<file path="src/rtl/hydra_port_sched.sv">
// hydra_port_sched: per-output-port packet scheduler, strict priority or weighted round-robin.
// Define HYDRA_SCHED_AGING_EN to add per-queue aging that forces service of starved queues.
module hydra_port_sched #(
    parameter int unsigned NREQ      = 4,
    parameter int unsigned DW        = 16,
    parameter int unsigned AGE_LIMIT = 8
) (
    input  logic               clk,
    input  logic               rst,
    input  logic               ready,
    input  logic               wrr_en,
    input  logic [NREQ-1:0]    req,
    input  logic [NREQ*DW-1:0] req_hdr,
    output logic [NREQ-1:0]    src_rd,
    input  logic [NREQ*DW-1:0] src_data,
    output logic [NREQ-1:0]    grant,
    output logic               rd_sop,
    output logic               rd_vld,
    output logic [DW-1:0]      rd_data,
    output logic               rd_eop
);
    localparam int unsigned PW = $clog2(NREQ);
    localparam int unsigned CW = 3;
    localparam int unsigned LW = 8;

    typedef enum logic [2:0] {IDLE, ARB, SOP, DATA, EOP} state_t;

    state_t          state;
    logic            pend;
    logic [PW-1:0]   rr_ptr;
    logic [LW-1:0]   cnt;
    logic [CW-1:0]   cred [NREQ];
    logic [NREQ-1:0] cred_vld;   // 0: credit is implicitly prio+1 of the current header

    logic [1:0]      prio [NREQ];
    logic [LW-1:0]   hlen [NREQ];
    logic [CW-1:0]   eff_cred [NREQ];
    logic            reload_c;
    logic            found_c;
    logic            wrr_upd_c;
    logic [PW-1:0]   win_c;
    logic [CW-1:0]   win_cred_c;
    logic [NREQ-1:0] win_oh_c;
    logic            go_arb_c;
    logic            sched_unused;

`ifdef HYDRA_SCHED_AGING_EN
    localparam int unsigned AW = $clog2(AGE_LIMIT + 1);
    logic [AW-1:0]   age [NREQ];
    logic            aged_c;
`endif

    assign sched_unused = ^{req_hdr, 32'(AGE_LIMIT)};
    assign go_arb_c     = (pend | ready) & (|req);

    // Header field decode per queue
    always_comb begin
        for (int i = 0; i < NREQ; i++) begin
            prio[i] = req_hdr[i*DW+2 +: 2];
            hlen[i] = req_hdr[i*DW+4 +: LW];
        end
    end

    // Winner selection; credits reload in-cycle when every requester is exhausted
    always_comb begin
        logic [PW-1:0] idx;
        logic [1:0]    best;
        reload_c  = 1'b1;
        found_c   = 1'b0;
        win_c     = '0;
        best      = '0;
        idx       = '0;
        wrr_upd_c = wrr_en;
        for (int i = 0; i < NREQ; i++)
            eff_cred[i] = cred_vld[i] ? cred[i] : CW'(prio[i]) + CW'(1);
        for (int i = 0; i < NREQ; i++)
            if (req[i] && eff_cred[i] != '0) reload_c = 1'b0;
        for (int i = 0; i < NREQ; i++)
            if (reload_c) eff_cred[i] = CW'(prio[i]) + CW'(1);
        for (int k = 0; k < NREQ; k++) begin
            idx = rr_ptr + PW'(k);
            if (wrr_en) begin
                if (!found_c && req[idx] && eff_cred[idx] != '0) begin
                    found_c = 1'b1;
                    win_c   = idx;
                end
            end else if (req[idx] && (!found_c || prio[idx] > best)) begin
                found_c = 1'b1;
                win_c   = idx;
                best    = prio[idx];
            end
        end
`ifdef HYDRA_SCHED_AGING_EN
        aged_c = 1'b0;
        for (int i = NREQ - 1; i >= 0; i--) begin
            if (req[i] && age[i] >= AW'(AGE_LIMIT)) begin
                aged_c  = 1'b1;
                found_c = 1'b1;
                win_c   = PW'(i);
            end
        end
        wrr_upd_c = wrr_en && !aged_c;
`endif
        win_cred_c = eff_cred[win_c] - CW'(1);
        win_oh_c   = NREQ'(1) << win_c;
    end

    // Output word comes straight from the granted queue's read port
    always_comb begin
        rd_data = '0;
        for (int i = 0; i < NREQ; i++)
            if (rd_vld && grant[i]) rd_data = src_data[i*DW +: DW];
    end

    always_ff @(posedge clk or posedge rst) begin
        if (rst) begin
            state    <= IDLE;
            pend     <= 1'b0;
            rr_ptr   <= '0;
            cnt      <= '0;
            grant    <= '0;
            src_rd   <= '0;
            rd_sop   <= 1'b0;
            rd_vld   <= 1'b0;
            rd_eop   <= 1'b0;
            cred_vld <= '0;
            for (int i = 0; i < NREQ; i++) cred[i] <= '0;
`ifdef HYDRA_SCHED_AGING_EN
            for (int i = 0; i < NREQ; i++) age[i] <= '0;
`endif
        end else begin
            rd_sop <= 1'b0;
            rd_eop <= 1'b0;
            src_rd <= '0;
            if (ready)
                pend <= 1'b1;
            else if (state == ARB && found_c)
                pend <= 1'b0;

            case (state)
                IDLE: if (go_arb_c) state <= ARB;
                ARB: begin
                    if (!found_c) begin
                        state <= IDLE;
                    end else begin
                        state  <= SOP;
                        grant  <= win_oh_c;
                        src_rd <= win_oh_c;
                        rd_sop <= 1'b1;
                        cnt    <= hlen[win_c];
                        if (wrr_upd_c) begin
                            if (reload_c) cred_vld <= '0;
                            cred[win_c]     <= win_cred_c;
                            cred_vld[win_c] <= 1'b1;
                            if (win_cred_c == '0) rr_ptr <= win_c + PW'(1);
                        end else begin
                            rr_ptr <= win_c + PW'(1);
                        end
`ifdef HYDRA_SCHED_AGING_EN
                        for (int i = 0; i < NREQ; i++) begin
                            if (PW'(i) == win_c)
                                age[i] <= '0;
                            else if (req[i] && age[i] != AW'(AGE_LIMIT))
                                age[i] <= age[i] + AW'(1);
                        end
`endif
                    end
                end
                SOP: begin
                    state  <= DATA;
                    rd_vld <= 1'b1;
                    src_rd <= (cnt != '0) ? grant : '0;
                end
                DATA: begin
                    if (cnt == '0) begin
                        state  <= EOP;
                        rd_vld <= 1'b0;
                        rd_eop <= 1'b1;
                    end else begin
                        cnt    <= cnt - LW'(1);
                        src_rd <= (cnt > LW'(1)) ? grant : '0;
                    end
                end
                EOP: begin
                    grant <= '0;
                    state <= go_arb_c ? ARB : IDLE;
                end
                default: state <= IDLE;
            endcase
        end
    end
endmodule

</file>
<file path="config.mk">
export PLATFORM = sky130hd
export DESIGN_NAME = hydra_port_sched
export DESIGN_NICKNAME = d
export VERILOG_FILES = /design/src/rtl/hydra_port_sched.sv
export SDC_FILE = /design/constraint.sdc
export NUM_CORES = 1
export LEC_CHECK = 0
export BUFFER_PORTS_ARGS = -buffer_cell sky130_fd_sc_hd__buf_2
export CAP_MARGIN = 20
export CORE_MARGIN = 2
export CORE_UTILIZATION = 25
export DETAILED_ROUTE_END_ITERATION = 12
export PLACE_DENSITY_LB_ADDON = 0.12
export SLEW_MARGIN = 0
export SYNTH_ARGS = -nofsm -noshare
export SYNTH_HDL_FRONTEND = slang
export SYNTH_SLANG_ARGS = --single-unit
</file>
<file path="constraint.sdc">
create_clock -name clk -period 6.8 [get_ports clk]
set_input_delay 0.68 -clock clk [delete_from_list [all_inputs] [get_ports clk]]
set_output_delay 0.68 -clock clk [all_outputs]
set_load 0.05 [all_outputs]
</file>
-- Word-level counts from Yosys, hierarchy flattened
Index checks and enable logic that the tools add are counted.
- bits in registers: 41
- input bits: 136
- logic and storage cells: 226
- add/sub/neg operators: 10
- $lt $le $gt $ge: 16
- eq/ne operators: 9
- shift-type cells: 1
- multiplexer cells: 118
- bitwise gates (word level): 8
- reduce and logical (&&, ||, !) cells: 50
- operators by type and width (cell ; count):
    16-bit two-way mux ; 4
    3-bit two-way mux ; 21
    2-bit two-way mux ; 29
    4-bit two-way mux ; 9
    8-bit two-way mux ; 4
    3-bit binary-select mux with 2-bit select ; 5
    1-bit two-way mux ; 29
    3-bit nonzero test ; 8
    1-bit logical AND ; 21
    2-bit binary-select mux with 2-bit select ; 4
    8-bit binary-select mux with 2-bit select ; 1
    8-bit case mux with 2 select lines ; 1
    3-bit >= comparator (second input constant) ; 5
    2-bit by 3-bit < comparator with 1-bit output (second input constant) ; 5
    2-bit NOT with 3-bit output ; 5
    3-bit case mux with 5 select lines ; 1
    2-bit by 1-bit adder with 3-bit output (second input constant) ; 4
    12-bit bitwise mux ; 1
    4-bit case mux with 3 select lines ; 1
    3-bit AND reduction ; 3
    1-bit binary-select mux with 2-bit select ; 4
    8-bit by 1-bit greater-than comparator with 1-bit output (second input constant) ; 1
    8-bit logical NOT ; 1
    2-bit inequality test (second input constant) ; 4
    26 further kinds ; 41

-- Longest topological paths before layout
- word-level depth: 39
- depth in mapped cells: 39

-- Least setup slack after synthesis
No wires, ideal clock.
- kind: register to register
- start point: register rr_ptr[1]
- end point: register rr_ptr[1]
- arrival time: 6.829 ns
- data required time: 6.675 ns
- path slack: -0.154 ns
- stages on the path, launching flop included: 34
- path buffers: 5
- clock period less this slack: 6.954 ns
- cells stage by stage: dfrtp_1 > buf_2 > clkbuf_1 > buf_1 > mux4_2 > and3_1 > inv_1 > ha_1 > nand2_1 > o21ai_0 > a211oi_1 > o22ai_1 > ha_1 > a21oi_1 > a21oi_1 > o21ai_0 > nor2b_1 > o21ai_0 > ha_1 > a21oi_1 > a21oi_1 > a31oi_1 > o31ai_2 > and2_1 > nand2_1 > nand3_1 > clkbuf_1 > clkbuf_1 > a21oi_1 > a21oi_1 > ha_1 > xnor2_2 > a2bb2oi_2 > mux2_4
- longest elaborated chain between the ends: 31
- elaborated cells between the ends (all ways): 103
- those cells by class: add/sub: 5; order compare: 3; eq/ne: 1; mux: 67; bitwise: 5; reduce/logical: 22
- ends and longest elaborated chain (what ; RTL line ; RTL):
    start: declaration ; 30 ; logic [PW-1:0] rr_ptr;
    start signal: assignment ; 155 ; if (win_cred_c == '0) rr_ptr <= win_c + PW'(1);
    start signal: assignment ; 157 ; rr_ptr <= win_c + PW'(1);
    branches (longest 31 deep; another with 2-bit by 1-bit adder with 2-bit output) ; - ;
Parallel ways; which one is timed is not known. The select of a mux whose other input is x is not followed.
A chain may end at the register's enable or synchronous reset.

-- Worst setup path after layout
Same ends and word-level chain as after synthesis.

==> reports/results.ini <==
[run_status]
status = finished, final reports clean

[logic_synthesis]
synth-xor-area-share_pct = 1.45
postSynthAreaPerCell_um2 = 7.69
synth_top_cell_by_area = dfrtp_1
ys_top_cells_by_count = nand2_1 (141), o21ai_0 (62), dfrtp_1 (41)
synth_edf_count = 0
synth.top_cell.area_share_pct = 24.8
synth_top_cells_by_area = dfrtp_1 (25%), nand2_1 (13%), o21ai_0 (7.5%)
ys_seq_elements = 41
synthSimpleGateAreaFrac_pct = 25.3
yosys_warnings = 0
yosysSeqAreaShare_pct = 24.8
synth_top_family_by_area = simple AND/OR/NAND/NOR gates
synth-adder-area-share_pct = 5.45
synthArstFlopShare_pct = 100
syn_area_um2 = 4130
synth_cell_types = 65
yosysMostFrequentCell = nand2_1
synth_compound_area_share_pct = 25.2
synth_ff_type = dfrtp_1
synthMuxAreaShare_pct = 12.8
synthCells = 537
synth_nets = 691

[worst_hold_path]
hold_class = reg2reg

[drt]
vias = 4672
wl_per_cell_um = 15.6
drt_first_pass_iters = 6
drtIter0Drc = 230
drc = 0
wirelength_um = 14900
viasPerCell = 4.89
ant_nets = 0

[critical_path]
slowest_stage = dfrtp_2
start_kind = flop
rr_worst_depth = 31
arrival_ns = 6.67
cp_max_fo = 9
startpoint = rr_ptr[1]$_DFFE_PP0P_
reg2reg_to = rr_ptr[1]$_DFFE_PP0P_
critical_path_required_ns = 6.97
reg2reg_from = rr_ptr[1]$_DFFE_PP0P_
crit_path_end = rr_ptr[1]$_DFFE_PP0P_
reg2reg_slack_ns = 0.29
cp-end-kind = flop
critical_path_class = reg2reg
cp_slowest_stage_delay_ns = 0.52

[cells_and_area]
finalNonFillerCells = 955
nFillCells = 1751
diodes = 0
stdcell_area_um2 = 6010
area_growth_pct = 45.4
final_nets = 892
drive_gt1_share_pct = 41.3

[floorplanning]
die_y_um = 133
io_pins = 163
initial_core_util_pct = 25.8
die_area_um2 = 17600
die_x_um = 133
core-area_um2 = 16000
fp-row-count = 46

[place]
dp.final_hpwl_um = 11800
placed_cells_incl_taps = 932
gp_congestion = 0.879
placed_cell_area_um2 = 5490
io_buffers = 138

[timing]
period_needed_ns = 6.51
slew_violations = 0
slew_headroom_pct = 40.1
hold_slack_ns = 0.484
fmax_mhz = 154
worst_pin_slew_ns = 0.899
finalCritPeriodShare_pct = 95.7
finalSetupViolCount = 0
clock_skew_ns = 0.00496
hold_violations = 0

[global_route]
grt_pass1_vias = 4521
grt_use_met1_pct = 20.1
grt.total_usage_pct = 15.7
busiest_layer = met2
use_met2_pct = 27.7
antenna_found_initial = 0
grt_remaining_overflow = 0
grt_first_pass_wirelength_um = 22700
met3_usage_pct = 2.45
grt_max_degree = 42

[pwr]
irDropWorstVdd_mv = 0.101
p_leak_uw = 0.00299
power_density_nw_per_um2 = 147

[clocking]
htreeDepth = 2
cts_tree = yes
cts_hold_buf = 0
cts_inserted_buffers = 5
clk_pin_slew_worst_paths_ns = 0.07
cts_sinks = 41
clk_latency_ns = 0.28
cts_root_buffer = clkbuf_16
cts_buffer_depth = 2

[run]
max_cap_viol_count = 0

## cell type report
class,instances,area [µm²],share of cell area [%]
inverters,16,60.1,1.00
multi-input cells,449,3100,51.5
clock inverters,3,68.8,1.15
clock buffers,5,125,2.08
well taps,216,270,4.50
flip-flops and latches,41,1030,17.1
repair buffers,225,1360,22.6
## critical path, delay by kind of cell, from the launching register on
family          cells  cell delay, ns
flops               1            0.52
buf+inv             4            0.67
xor+xnor            1            0.13
simple gates        3            0.47
compound gates     17            2.83
mux                 2            0.69
fa+ha+maj           4            1.09
## logic make-up after synthesis
kind of cell,after synthesis
simple gates,231
compound gates,155
xor+xnor,6
fa+ha+maj,18
buf+inv,47
flops,41
mux,39
## power breakdown
group	switching [µW]	total [µW]	internal, µW
clock	101	313	212
combinational	163	325	163
sequential	0.00000000000000659	244	244
total	264	882	618
## worst min-delay path by stage
| stage | endpoint | slack [ns] | depth (start not counted) | startpoint |
|---|---|---|---|---|
| floorplan | pend$_DFFE_PP0P_ | 0.45 | 1 | pend$_DFFE_PP0P_ |
| global placement | pend$_DFFE_PP0P_ | 0.46 | 1 | pend$_DFFE_PP0P_ |
| detailed placement | pend$_DFFE_PP0P_ | 0.47 | 1 | pend$_DFFE_PP0P_ |
| CTS | pend$_DFFE_PP0P_ | 0.48 | 1 | pend$_DFFE_PP0P_ |
| global route | pend$_DFFE_PP0P_ | 0.50 | 1 | pend$_DFFE_PP0P_ |
| finish | pend$_DFFE_PP0P_ | 0.48 | 1 | pend$_DFFE_PP0P_ |
## cells in the final DEF (no fill, tap or decap), types with 4 or more instances in the layout
cell and count:
and2_1 9, a21oi_2 4, mux4_2 9, o21ai_1 7, mux2_2 12, dfrtp_1 40, nor3_1 6, a22oi_1 17
o211ai_1 5, inv_1 13, a21oi_1 17, clkbuf_16 5, ha_4 4, and3_1 4, or3b_4 4, mux2i_1 14
nor2_1 29, buf_2 138, nor2b_1 4, nor3b_1 4, nand2_1 141, o211ai_2 4, o21ai_0 54, nand3_1 10
buf_4 85, ha_1 13
## metal layers
layer	wire, µm	share of wire, %
met1	6710	45
met2	7390	50
met3	608	4.1
met4	189	1.3
met5	0	0
## flip-flops by register name (all words and copies together), names as in the netlist, 2 cells and up
signal and flops:
cred 12, cnt 8, cred_vld 4, grant 4, src_rd 4, state 3
rr_ptr 2
## per-stage QoR
stage                     setup TNS, ns  setup WS, ns  total power (µW)  util (%)
after global placement            -1.20        -0.251               523      34.3
after CTS                             0       0.00490               845      35.8
after detailed placement          -5.07        -0.472               526      34.3
after floorplan                       0        0.0288               395         -
after global routing            -0.0793       -0.0484               929      37.5
final                                 0         0.293               882      37.5
## timing repair
item	CTS	global route
gates resized for setup	9	41
buffers inserted	1	14
pin swaps	2	19
setup endpoints to repair	22	27
(Power assumes the default switching activity.)
